[src/rtl/axi_txn_limiter_if.sv]
// rtl/axi_txn_limiter_if.sv - AXI4 bus interface with master/slave modports
// Carries the five AXI channels between the limiter and its neighbours.
interface axi_txn_limiter_if #(
  parameter int ADDR_WIDTH = 32,
  parameter int DATA_WIDTH = 64,
  parameter int ID_WIDTH   = 4,
  parameter int USER_WIDTH = 1
);
  logic [ID_WIDTH-1:0]     aw_id;
  logic [ADDR_WIDTH-1:0]   aw_addr;
  logic [7:0]              aw_len;
  logic [2:0]              aw_size;
  logic [1:0]              aw_burst;
  logic [USER_WIDTH-1:0]   aw_user;
  logic                    aw_valid;
  logic                    aw_ready;

  logic [DATA_WIDTH-1:0]   w_data;
  logic [DATA_WIDTH/8-1:0] w_strb;
  logic                    w_last;
  logic [USER_WIDTH-1:0]   w_user;
  logic                    w_valid;
  logic                    w_ready;

  logic [ID_WIDTH-1:0]     b_id;
  logic [1:0]              b_resp;
  logic [USER_WIDTH-1:0]   b_user;
  logic                    b_valid;
  logic                    b_ready;

  logic [ID_WIDTH-1:0]     ar_id;
  logic [ADDR_WIDTH-1:0]   ar_addr;
  logic [7:0]              ar_len;
  logic [2:0]              ar_size;
  logic [1:0]              ar_burst;
  logic [USER_WIDTH-1:0]   ar_user;
  logic                    ar_valid;
  logic                    ar_ready;

  logic [ID_WIDTH-1:0]     r_id;
  logic [DATA_WIDTH-1:0]   r_data;
  logic [1:0]              r_resp;
  logic                    r_last;
  logic [USER_WIDTH-1:0]   r_user;
  logic                    r_valid;
  logic                    r_ready;

  modport Master (
    output aw_id, aw_addr, aw_len, aw_size, aw_burst, aw_user, aw_valid,
    input  aw_ready,
    output w_data, w_strb, w_last, w_user, w_valid,
    input  w_ready,
    input  b_id, b_resp, b_user, b_valid,
    output b_ready,
    output ar_id, ar_addr, ar_len, ar_size, ar_burst, ar_user, ar_valid,
    input  ar_ready,
    input  r_id, r_data, r_resp, r_last, r_user, r_valid,
    output r_ready
  );

  modport Slave (
    input  aw_id, aw_addr, aw_len, aw_size, aw_burst, aw_user, aw_valid,
    output aw_ready,
    input  w_data, w_strb, w_last, w_user, w_valid,
    output w_ready,
    output b_id, b_resp, b_user, b_valid,
    input  b_ready,
    input  ar_id, ar_addr, ar_len, ar_size, ar_burst, ar_user, ar_valid,
    output ar_ready,
    output r_id, r_data, r_resp, r_last, r_user, r_valid,
    input  r_ready
  );
endinterface

[src/rtl/axi_txn_limiter.sv]
// rtl/axi_txn_limiter.sv - bounds outstanding AXI read/write transactions
// AR/AW issue gated by registered per-direction counters; W, R and B are plain wires.
module axi_txn_limiter #(
  parameter int ADDR_WIDTH  = -1,
  parameter int DATA_WIDTH  = -1,
  parameter int ID_WIDTH    = -1,
  parameter int USER_WIDTH  = -1,
  parameter int MAX_RD_TXNS = 8,
  parameter int MAX_WR_TXNS = 8,
  localparam int RCW = $clog2(MAX_RD_TXNS + 1),
  localparam int WCW = $clog2(MAX_WR_TXNS + 1)
) (
  input  logic            clk_i,
  input  logic            rst_i,
  input  logic            stall_i,
  output logic            idle_o,
  output logic [RCW-1:0]  rd_cnt_o,
  output logic [WCW-1:0]  wr_cnt_o,
  axi_txn_limiter_if.Slave  in,
  axi_txn_limiter_if.Master out
);
  logic [RCW-1:0] r_rd_cnt, w_rd_cnt_nxt;
  logic [WCW-1:0] r_wr_cnt, w_wr_cnt_nxt;
  logic           r_ar_held, w_ar_held_nxt;
  logic           r_aw_held, w_aw_held_nxt;
  logic           r_idle;
  logic           w_ar_open, w_aw_open;
  logic           w_ar_hs, w_aw_hs, w_r_dec, w_b_dec;

  // Gate uses only registered state, so no ready->valid path runs through the counters.
  assign w_ar_open = (r_rd_cnt < RCW'(MAX_RD_TXNS)) && !stall_i;
  assign w_aw_open = (r_wr_cnt < WCW'(MAX_WR_TXNS)) && !stall_i;

  assign out.ar_valid = in.ar_valid && (w_ar_open || r_ar_held);
  assign in.ar_ready  = out.ar_ready && out.ar_valid;
  assign out.aw_valid = in.aw_valid && (w_aw_open || r_aw_held);
  assign in.aw_ready  = out.aw_ready && out.aw_valid;

  assign w_ar_hs = out.ar_valid && out.ar_ready;
  assign w_aw_hs = out.aw_valid && out.aw_ready;
  assign w_r_dec = out.r_valid && in.r_ready && out.r_last;
  assign w_b_dec = out.b_valid && in.b_ready;

  assign out.ar_id    = in.ar_id;
  assign out.ar_addr  = in.ar_addr;
  assign out.ar_len   = in.ar_len;
  assign out.ar_size  = in.ar_size;
  assign out.ar_burst = in.ar_burst;
  assign out.ar_user  = in.ar_user;
  assign out.aw_id    = in.aw_id;
  assign out.aw_addr  = in.aw_addr;
  assign out.aw_len   = in.aw_len;
  assign out.aw_size  = in.aw_size;
  assign out.aw_burst = in.aw_burst;
  assign out.aw_user  = in.aw_user;

  assign out.w_data  = in.w_data;
  assign out.w_strb  = in.w_strb;
  assign out.w_last  = in.w_last;
  assign out.w_user  = in.w_user;
  assign out.w_valid = in.w_valid;
  assign in.w_ready  = out.w_ready;

  assign in.r_id     = out.r_id;
  assign in.r_data   = out.r_data;
  assign in.r_resp   = out.r_resp;
  assign in.r_last   = out.r_last;
  assign in.r_user   = out.r_user;
  assign in.r_valid  = out.r_valid;
  assign out.r_ready = in.r_ready;

  assign in.b_id     = out.b_id;
  assign in.b_resp   = out.b_resp;
  assign in.b_user   = out.b_user;
  assign in.b_valid  = out.b_valid;
  assign out.b_ready = in.b_ready;

  always_comb begin
    w_rd_cnt_nxt  = r_rd_cnt;
    w_wr_cnt_nxt  = r_wr_cnt;
    w_ar_held_nxt = r_ar_held;
    w_aw_held_nxt = r_aw_held;
    if (w_ar_hs && !w_r_dec)      w_rd_cnt_nxt = r_rd_cnt + RCW'(1);
    else if (!w_ar_hs && w_r_dec) w_rd_cnt_nxt = r_rd_cnt - RCW'(1);
    if (w_aw_hs && !w_b_dec)      w_wr_cnt_nxt = r_wr_cnt + WCW'(1);
    else if (!w_aw_hs && w_b_dec) w_wr_cnt_nxt = r_wr_cnt - WCW'(1);
    // Once presented, a request stays valid until accepted regardless of stall or count.
    if (w_ar_hs)           w_ar_held_nxt = 1'b0;
    else if (out.ar_valid) w_ar_held_nxt = 1'b1;
    if (w_aw_hs)           w_aw_held_nxt = 1'b0;
    else if (out.aw_valid) w_aw_held_nxt = 1'b1;
  end

  always_ff @(posedge clk_i) begin
    if (rst_i) begin
      r_rd_cnt  <= '0;
      r_wr_cnt  <= '0;
      r_ar_held <= 1'b0;
      r_aw_held <= 1'b0;
      r_idle    <= 1'b1;
    end else begin
      r_rd_cnt  <= w_rd_cnt_nxt;
      r_wr_cnt  <= w_wr_cnt_nxt;
      r_ar_held <= w_ar_held_nxt;
      r_aw_held <= w_aw_held_nxt;
      r_idle    <= (w_rd_cnt_nxt == '0) && (w_wr_cnt_nxt == '0) &&
                   !w_ar_held_nxt && !w_aw_held_nxt;
    end
  end

  assign rd_cnt_o = r_rd_cnt;
  assign wr_cnt_o = r_wr_cnt;
  assign idle_o   = r_idle;

  assert property (@(posedge clk_i) disable iff (rst_i) !(w_r_dec && (r_rd_cnt == '0)));
  assert property (@(posedge clk_i) disable iff (rst_i) !(w_b_dec && (r_wr_cnt == '0)));
  assert property (@(posedge clk_i)
    (ADDR_WIDTH == $bits(in.ar_addr)) && (DATA_WIDTH == $bits(in.w_data)) &&
    (ID_WIDTH == $bits(in.ar_id)) && (USER_WIDTH == $bits(in.ar_user)) &&
    (MAX_RD_TXNS >= 1) && (MAX_WR_TXNS >= 1));
endmodule

[src/flat_wrapper.sv]
// flat-port wrapper written by rule: the top's interface ports become plain ports
module axi_txn_limiter_flat 
#(
  parameter int ADDR_WIDTH  = -1,
  parameter int DATA_WIDTH  = -1,
  parameter int ID_WIDTH    = -1,
  parameter int USER_WIDTH  = -1,
  parameter int MAX_RD_TXNS = 8,
  parameter int MAX_WR_TXNS = 8,
  localparam int RCW = $clog2(MAX_RD_TXNS + 1),
  localparam int WCW = $clog2(MAX_WR_TXNS + 1)
)
  (clk_i, rst_i, stall_i, idle_o, rd_cnt_o, wr_cnt_o, in_aw_id, in_aw_addr, in_aw_len, in_aw_size, in_aw_burst, in_aw_user, in_aw_valid, in_aw_ready, in_w_data, in_w_strb, in_w_last, in_w_user, in_w_valid, in_w_ready, in_b_id, in_b_resp, in_b_user, in_b_valid, in_b_ready, in_ar_id, in_ar_addr, in_ar_len, in_ar_size, in_ar_burst, in_ar_user, in_ar_valid, in_ar_ready, in_r_id, in_r_data, in_r_resp, in_r_last, in_r_user, in_r_valid, in_r_ready, out_aw_id, out_aw_addr, out_aw_len, out_aw_size, out_aw_burst, out_aw_user, out_aw_valid, out_aw_ready, out_w_data, out_w_strb, out_w_last, out_w_user, out_w_valid, out_w_ready, out_b_id, out_b_resp, out_b_user, out_b_valid, out_b_ready, out_ar_id, out_ar_addr, out_ar_len, out_ar_size, out_ar_burst, out_ar_user, out_ar_valid, out_ar_ready, out_r_id, out_r_data, out_r_resp, out_r_last, out_r_user, out_r_valid, out_r_ready);
  axi_txn_limiter_if #(.ADDR_WIDTH(ADDR_WIDTH), .DATA_WIDTH(DATA_WIDTH), .ID_WIDTH(ID_WIDTH), .USER_WIDTH(USER_WIDTH)) in_i ();
  axi_txn_limiter_if #(.ADDR_WIDTH(ADDR_WIDTH), .DATA_WIDTH(DATA_WIDTH), .ID_WIDTH(ID_WIDTH), .USER_WIDTH(USER_WIDTH)) out_i ();
  input  logic clk_i;
  input  logic rst_i;
  input  logic stall_i;
  output logic idle_o;
  output logic [RCW-1:0] rd_cnt_o;
  output logic [WCW-1:0] wr_cnt_o;
  input wire logic [$bits(in_i.aw_id)-1:0] in_aw_id;
  input wire logic [$bits(in_i.aw_addr)-1:0] in_aw_addr;
  input wire logic [$bits(in_i.aw_len)-1:0] in_aw_len;
  input wire logic [$bits(in_i.aw_size)-1:0] in_aw_size;
  input wire logic [$bits(in_i.aw_burst)-1:0] in_aw_burst;
  input wire logic [$bits(in_i.aw_user)-1:0] in_aw_user;
  input wire logic [$bits(in_i.aw_valid)-1:0] in_aw_valid;
  output wire logic [$bits(in_i.aw_ready)-1:0] in_aw_ready;
  input wire logic [$bits(in_i.w_data)-1:0] in_w_data;
  input wire logic [$bits(in_i.w_strb)-1:0] in_w_strb;
  input wire logic [$bits(in_i.w_last)-1:0] in_w_last;
  input wire logic [$bits(in_i.w_user)-1:0] in_w_user;
  input wire logic [$bits(in_i.w_valid)-1:0] in_w_valid;
  output wire logic [$bits(in_i.w_ready)-1:0] in_w_ready;
  output wire logic [$bits(in_i.b_id)-1:0] in_b_id;
  output wire logic [$bits(in_i.b_resp)-1:0] in_b_resp;
  output wire logic [$bits(in_i.b_user)-1:0] in_b_user;
  output wire logic [$bits(in_i.b_valid)-1:0] in_b_valid;
  input wire logic [$bits(in_i.b_ready)-1:0] in_b_ready;
  input wire logic [$bits(in_i.ar_id)-1:0] in_ar_id;
  input wire logic [$bits(in_i.ar_addr)-1:0] in_ar_addr;
  input wire logic [$bits(in_i.ar_len)-1:0] in_ar_len;
  input wire logic [$bits(in_i.ar_size)-1:0] in_ar_size;
  input wire logic [$bits(in_i.ar_burst)-1:0] in_ar_burst;
  input wire logic [$bits(in_i.ar_user)-1:0] in_ar_user;
  input wire logic [$bits(in_i.ar_valid)-1:0] in_ar_valid;
  output wire logic [$bits(in_i.ar_ready)-1:0] in_ar_ready;
  output wire logic [$bits(in_i.r_id)-1:0] in_r_id;
  output wire logic [$bits(in_i.r_data)-1:0] in_r_data;
  output wire logic [$bits(in_i.r_resp)-1:0] in_r_resp;
  output wire logic [$bits(in_i.r_last)-1:0] in_r_last;
  output wire logic [$bits(in_i.r_user)-1:0] in_r_user;
  output wire logic [$bits(in_i.r_valid)-1:0] in_r_valid;
  input wire logic [$bits(in_i.r_ready)-1:0] in_r_ready;
  output wire logic [$bits(out_i.aw_id)-1:0] out_aw_id;
  output wire logic [$bits(out_i.aw_addr)-1:0] out_aw_addr;
  output wire logic [$bits(out_i.aw_len)-1:0] out_aw_len;
  output wire logic [$bits(out_i.aw_size)-1:0] out_aw_size;
  output wire logic [$bits(out_i.aw_burst)-1:0] out_aw_burst;
  output wire logic [$bits(out_i.aw_user)-1:0] out_aw_user;
  output wire logic [$bits(out_i.aw_valid)-1:0] out_aw_valid;
  input wire logic [$bits(out_i.aw_ready)-1:0] out_aw_ready;
  output wire logic [$bits(out_i.w_data)-1:0] out_w_data;
  output wire logic [$bits(out_i.w_strb)-1:0] out_w_strb;
  output wire logic [$bits(out_i.w_last)-1:0] out_w_last;
  output wire logic [$bits(out_i.w_user)-1:0] out_w_user;
  output wire logic [$bits(out_i.w_valid)-1:0] out_w_valid;
  input wire logic [$bits(out_i.w_ready)-1:0] out_w_ready;
  input wire logic [$bits(out_i.b_id)-1:0] out_b_id;
  input wire logic [$bits(out_i.b_resp)-1:0] out_b_resp;
  input wire logic [$bits(out_i.b_user)-1:0] out_b_user;
  input wire logic [$bits(out_i.b_valid)-1:0] out_b_valid;
  output wire logic [$bits(out_i.b_ready)-1:0] out_b_ready;
  output wire logic [$bits(out_i.ar_id)-1:0] out_ar_id;
  output wire logic [$bits(out_i.ar_addr)-1:0] out_ar_addr;
  output wire logic [$bits(out_i.ar_len)-1:0] out_ar_len;
  output wire logic [$bits(out_i.ar_size)-1:0] out_ar_size;
  output wire logic [$bits(out_i.ar_burst)-1:0] out_ar_burst;
  output wire logic [$bits(out_i.ar_user)-1:0] out_ar_user;
  output wire logic [$bits(out_i.ar_valid)-1:0] out_ar_valid;
  input wire logic [$bits(out_i.ar_ready)-1:0] out_ar_ready;
  input wire logic [$bits(out_i.r_id)-1:0] out_r_id;
  input wire logic [$bits(out_i.r_data)-1:0] out_r_data;
  input wire logic [$bits(out_i.r_resp)-1:0] out_r_resp;
  input wire logic [$bits(out_i.r_last)-1:0] out_r_last;
  input wire logic [$bits(out_i.r_user)-1:0] out_r_user;
  input wire logic [$bits(out_i.r_valid)-1:0] out_r_valid;
  output wire logic [$bits(out_i.r_ready)-1:0] out_r_ready;
  assign in_i.aw_id = in_aw_id;
  assign in_i.aw_addr = in_aw_addr;
  assign in_i.aw_len = in_aw_len;
  assign in_i.aw_size = in_aw_size;
  assign in_i.aw_burst = in_aw_burst;
  assign in_i.aw_user = in_aw_user;
  assign in_i.aw_valid = in_aw_valid;
  assign in_aw_ready = in_i.aw_ready;
  assign in_i.w_data = in_w_data;
  assign in_i.w_strb = in_w_strb;
  assign in_i.w_last = in_w_last;
  assign in_i.w_user = in_w_user;
  assign in_i.w_valid = in_w_valid;
  assign in_w_ready = in_i.w_ready;
  assign in_b_id = in_i.b_id;
  assign in_b_resp = in_i.b_resp;
  assign in_b_user = in_i.b_user;
  assign in_b_valid = in_i.b_valid;
  assign in_i.b_ready = in_b_ready;
  assign in_i.ar_id = in_ar_id;
  assign in_i.ar_addr = in_ar_addr;
  assign in_i.ar_len = in_ar_len;
  assign in_i.ar_size = in_ar_size;
  assign in_i.ar_burst = in_ar_burst;
  assign in_i.ar_user = in_ar_user;
  assign in_i.ar_valid = in_ar_valid;
  assign in_ar_ready = in_i.ar_ready;
  assign in_r_id = in_i.r_id;
  assign in_r_data = in_i.r_data;
  assign in_r_resp = in_i.r_resp;
  assign in_r_last = in_i.r_last;
  assign in_r_user = in_i.r_user;
  assign in_r_valid = in_i.r_valid;
  assign in_i.r_ready = in_r_ready;
  assign out_aw_id = out_i.aw_id;
  assign out_aw_addr = out_i.aw_addr;
  assign out_aw_len = out_i.aw_len;
  assign out_aw_size = out_i.aw_size;
  assign out_aw_burst = out_i.aw_burst;
  assign out_aw_user = out_i.aw_user;
  assign out_aw_valid = out_i.aw_valid;
  assign out_i.aw_ready = out_aw_ready;
  assign out_w_data = out_i.w_data;
  assign out_w_strb = out_i.w_strb;
  assign out_w_last = out_i.w_last;
  assign out_w_user = out_i.w_user;
  assign out_w_valid = out_i.w_valid;
  assign out_i.w_ready = out_w_ready;
  assign out_i.b_id = out_b_id;
  assign out_i.b_resp = out_b_resp;
  assign out_i.b_user = out_b_user;
  assign out_i.b_valid = out_b_valid;
  assign out_b_ready = out_i.b_ready;
  assign out_ar_id = out_i.ar_id;
  assign out_ar_addr = out_i.ar_addr;
  assign out_ar_len = out_i.ar_len;
  assign out_ar_size = out_i.ar_size;
  assign out_ar_burst = out_i.ar_burst;
  assign out_ar_user = out_i.ar_user;
  assign out_ar_valid = out_i.ar_valid;
  assign out_i.ar_ready = out_ar_ready;
  assign out_i.r_id = out_r_id;
  assign out_i.r_data = out_r_data;
  assign out_i.r_resp = out_r_resp;
  assign out_i.r_last = out_r_last;
  assign out_i.r_user = out_r_user;
  assign out_i.r_valid = out_r_valid;
  assign out_r_ready = out_i.r_ready;
  axi_txn_limiter #(.ADDR_WIDTH(ADDR_WIDTH), .DATA_WIDTH(DATA_WIDTH), .ID_WIDTH(ID_WIDTH), .USER_WIDTH(USER_WIDTH), .MAX_RD_TXNS(MAX_RD_TXNS), .MAX_WR_TXNS(MAX_WR_TXNS)) u_core (.clk_i(clk_i), .rst_i(rst_i), .stall_i(stall_i), .idle_o(idle_o), .rd_cnt_o(rd_cnt_o), .wr_cnt_o(wr_cnt_o), .in(in_i), .out(out_i));
endmodule
[config.mk]
export PLATFORM = sky130hd
export DESIGN_NAME = axi_txn_limiter_flat
export DESIGN_NICKNAME = d
export VERILOG_FILES = /design/src/rtl/axi_txn_limiter_if.sv /design/src/rtl/axi_txn_limiter.sv /design/src/flat_wrapper.sv
export SDC_FILE = /design/constraint.sdc
export NUM_CORES = 1
export LEC_CHECK = 0
export CORE_MARGIN = 4
export CORE_UTILIZATION = 28
export DETAILED_ROUTE_END_ITERATION = 12
export PLACE_DENSITY = 0.88
export SYNTH_ARGS = -nofsm -noshare
export SYNTH_HDL_FRONTEND = slang
export SYNTH_SLANG_ARGS = --single-unit
[constraint.sdc]
create_clock -name clk_i -period 3.5 [get_ports clk_i]
set_clock_uncertainty 0.2 [all_clocks]
set_input_delay 0.525 -clock clk_i [delete_from_list [all_inputs] [get_ports clk_i]]
set_output_delay 0.525 -clock clk_i [all_outputs]
set_load 0.03 [all_outputs]
==> run summary <==
The area of the die came out at 0.00609 mm^2. Counting flops and latches in the post-synthesis netlist gives 11. IR analysis of the VDD net gives a maximum drop of 139 uV. Entering global routing, the biggest net connects 11 pins. The clock sink count is 11.

For the worst setup path, the data required time is 2770 ps. The post-route standard cell area excluding fillers came out at 0.00117 mm^2. The initial antenna violation count came out at 0. The effective utilization at floorplan came out at 0.291. The most used flip-flop cell after synthesis is dfxtp_1. The worst setup path is of the in2out kind.

The count of nets left with antenna violations once routing finished came out at 0. The overall die height is 78.0 um. The areal power density over the cells is 376 mW/mm^2. The class of the most critical hold timing path is reg2reg. TritonCTS built the clock tree. The area of placed instances came out at 0.00113 mm^2. The global routing usage summed across all routing layers is 0.0764.

Among the stages of the critical path, the cell type that occurs most often is clkdlybuf4s50_1. At the worst endpoint, the arrival time is 2200 ps. The global-route wire length before repair came out at 3700 um. The leakage power is 0.414 nW. Sorting the synthesized cells by how often they occur yields buf_4, dfxtp_1, nor3_1. The per-instance average area after synthesis came out at 8.03 um^2. The worst setup path is launched from an input port. The routed design has 2540 um of wire. Routability-driven placement finished with a final weighted congestion of 0.769. At the pin with the least slew margin, the transition time is 346 ps.

Headroom to the max-slew limit came out at 0.767. Along the worst path, the maximum fanout reaches 10. The top-area cell type share of the netlist area is 0.432. buf_4 is the most common cell in the netlist. The core region is 0.00472 mm^2. The site row count came out at 25. The detailed-router iteration count before antenna repair is 4. The quantity of I/O buffers inserted on ports came out at 29. Of all cell types, the one taking the most synthesized area is buf_4. After the first detailed-routing iteration, the DRC count stood at 26. Of all flip-flops after synthesis, the portion carrying an async set or reset was 0. Together, buffers and inverters on the worst path number 2.

The final count of negative-setup-slack endpoints came out at 0. The tree is rooted in a clkbuf_8. Setup repair after global routing left no endpoint under its margin. The depth of the CTS H-tree came out at 1. When the netlist entered floorplanning its net count stood at 261.

The number of global-route vias before repair was 841. The nature of the critical path endpoint is a primary output. The routed length per placed instance came out at 13.5 um. The hold violation total from the final report was 0. After legalization and detailed placement, the total HPWL measured 2060 um.

Detailed routing inserted a total of 873 vias. The clock insertion delay at the later pin of the skew report came out at 240 ps. The sum of overflow across all layers after global routing came out at 0. The post-cts hold buffer count came out at 0. The power after layout is 0.442 mW.

The count of nets after finishing came out at 212. Relative to the synthesized area, the layout overhead comes to -14.4%. 0 antenna diodes ended up in the layout. The critical path goes through clkdlybuf4s50_1 -> o21ba_1 -> and2b_2 -> clkdlybuf4s50_1. The distinct cell type count of the synthesized netlist is 45.

The number of top-level pins is 178. The ratio of final minimum period to clock period came out at 0.837. The fraction of layout cells with a size suffix above 1 is 0.0992. Dividing the detail-routed via count by the number of cells gives 4.64. For this run, the register share of the synthesized area comes to 0.160. TritonCTS created 3 clock buffers. The highest clock rate is 0.341 GHz.

The post-synthesis cell area is 0.00137 mm^2. The dominant delay contributor by cell family on the critical path is buffers and inverters. The clock transition at the registers of the reported paths came out at 50 ps. The buffers inserted during post-CTS setup optimization came out at 0. The sum of negative setup slack came out at 0 ps. After synthesis, the cell types taking the most area are buf_4, dfxtp_1, ha_1. The max-capacitance violation count is 0. The horizontal die dimension came out at 78.0 um. The flow ran to the end, and the final reports show no timing, DRC or antenna violations. The count of mapped cells out of synthesis came out at 171. The number of resized instances in the post-cts repair step came out at 0. After detailed placement, the design holds a cell count of 184.

The count of non-filler cells in the finished layout is 188. In this run, synthesis inferred 0 flip-flops with an integrated enable. The number of max-slew violations in the final report is 0.

The final core utilization came out at 0.249. The warning count from the yosys run is 0. The smallest clock period supported by the final layout is computed as 2930 ps. The standard cell with the maximum stage delay on the critical path is clkdlybuf4s50_1. For this run, design rule violations remaining after detail routing come to 0.

The largest single stage delay on the critical path is 580 ps. The maximum buffer depth of the clock tree came out at 2.
logic make-up (layout without fill, tap and decap cells):
family	count (synthesis)	after routing	share of synthesized area
buffers and inverters	90	40	0.469
AND/OR/NAND/NOR	37	37	0.164
AO/OA/AOI/OAI	26	26	0.151
flip-flops	11	11	0.160
adder cells (fa/ha/maj)	4	4	0.0365
XOR/XNOR	3	3	0.0191
registers in the layout (all words and copies together), names as in the netlist:
name	count
u_core.r_ar_held	1
u_core.rd_cnt_o	4
u_core.r_aw_held	1
u_core.idle_o	1
u_core.wr_cnt_o	4
area by class of cell:
cell class	instances	area, um^2
Multi-Input combinational cell	70	509
Timing Repair Buffer	29	290
Fill cell	519	3550
Sequential cell	11	220
Clock buffer	4	45.0
Inverter	7	26.3
Tap cell	67	83.8
through the flow:
stage,setup slack [ps],hold WS [ps]
after CTS,565,357
after detailed placement,557,345
after global placement,597,327
after floorplan,1260,305
final,570,362
after global routing,500,415
cell usage in the layout, fill, tap and decap left out, types with 2 or more instances in the layout:
cell type	instances
nand3_1	2
nor4_1	3
o211ai_1	4
a21oi_1	2
a211oi_1	2
nand2_1	2
o21ai_0	3
inv_1	7
nor2_1	5
and2_1	5
ha_1	4
clkbuf_8	3
xnor2_1	2
nor3_1	9
dfxtp_1	11
clkdlybuf4s50_1	29
a211o_1	2
final timing paths:
| kind | start | to | slack [ps] | cells after the start |
|---|---|---|---|---|
| setup / recovery | stall_i | out_ar_valid | 570 | 4 |
| hold / removal | u_core.r_ar_held | u_core.r_ar_held | 360 | 2 |
| setup reg to reg | u_core.rd_cnt_o[3] | u_core.idle_o | 1480 | 5 |
| hold reg to reg | u_core.r_ar_held | u_core.r_ar_held | 360 | 2 |
metal layers:
layer | global-route usage | routed length, um | share of wire
met1 | 0.0701 | 990 | 0.39
met2 | 0.106 | 933 | 0.37
met3 | 0.0390 | 359 | 0.14
met4 | 0.103 | 254 | 0.10
met5 | 0 | 0 | 0
power breakdown:
part	leakage (nW)	total (mW)	internal (mW)	switching, mW
Combinational	0.301	0.164	0.0748	0.0890
Sequential	0.0905	0.151	0.137	0.0140
Clock	0.0228	0.127	0.0799	0.0472
Total	0.414	0.442	0.292	0.150
worst reg2reg max path: stages (launching register included):
cell and delay, ps:
dfxtp_1 330, o21ba_1 280, or4b_1 580, a21boi_1 200, o221ai_1 140, o41ai_2 200
(Power assumes the default switching activity.)
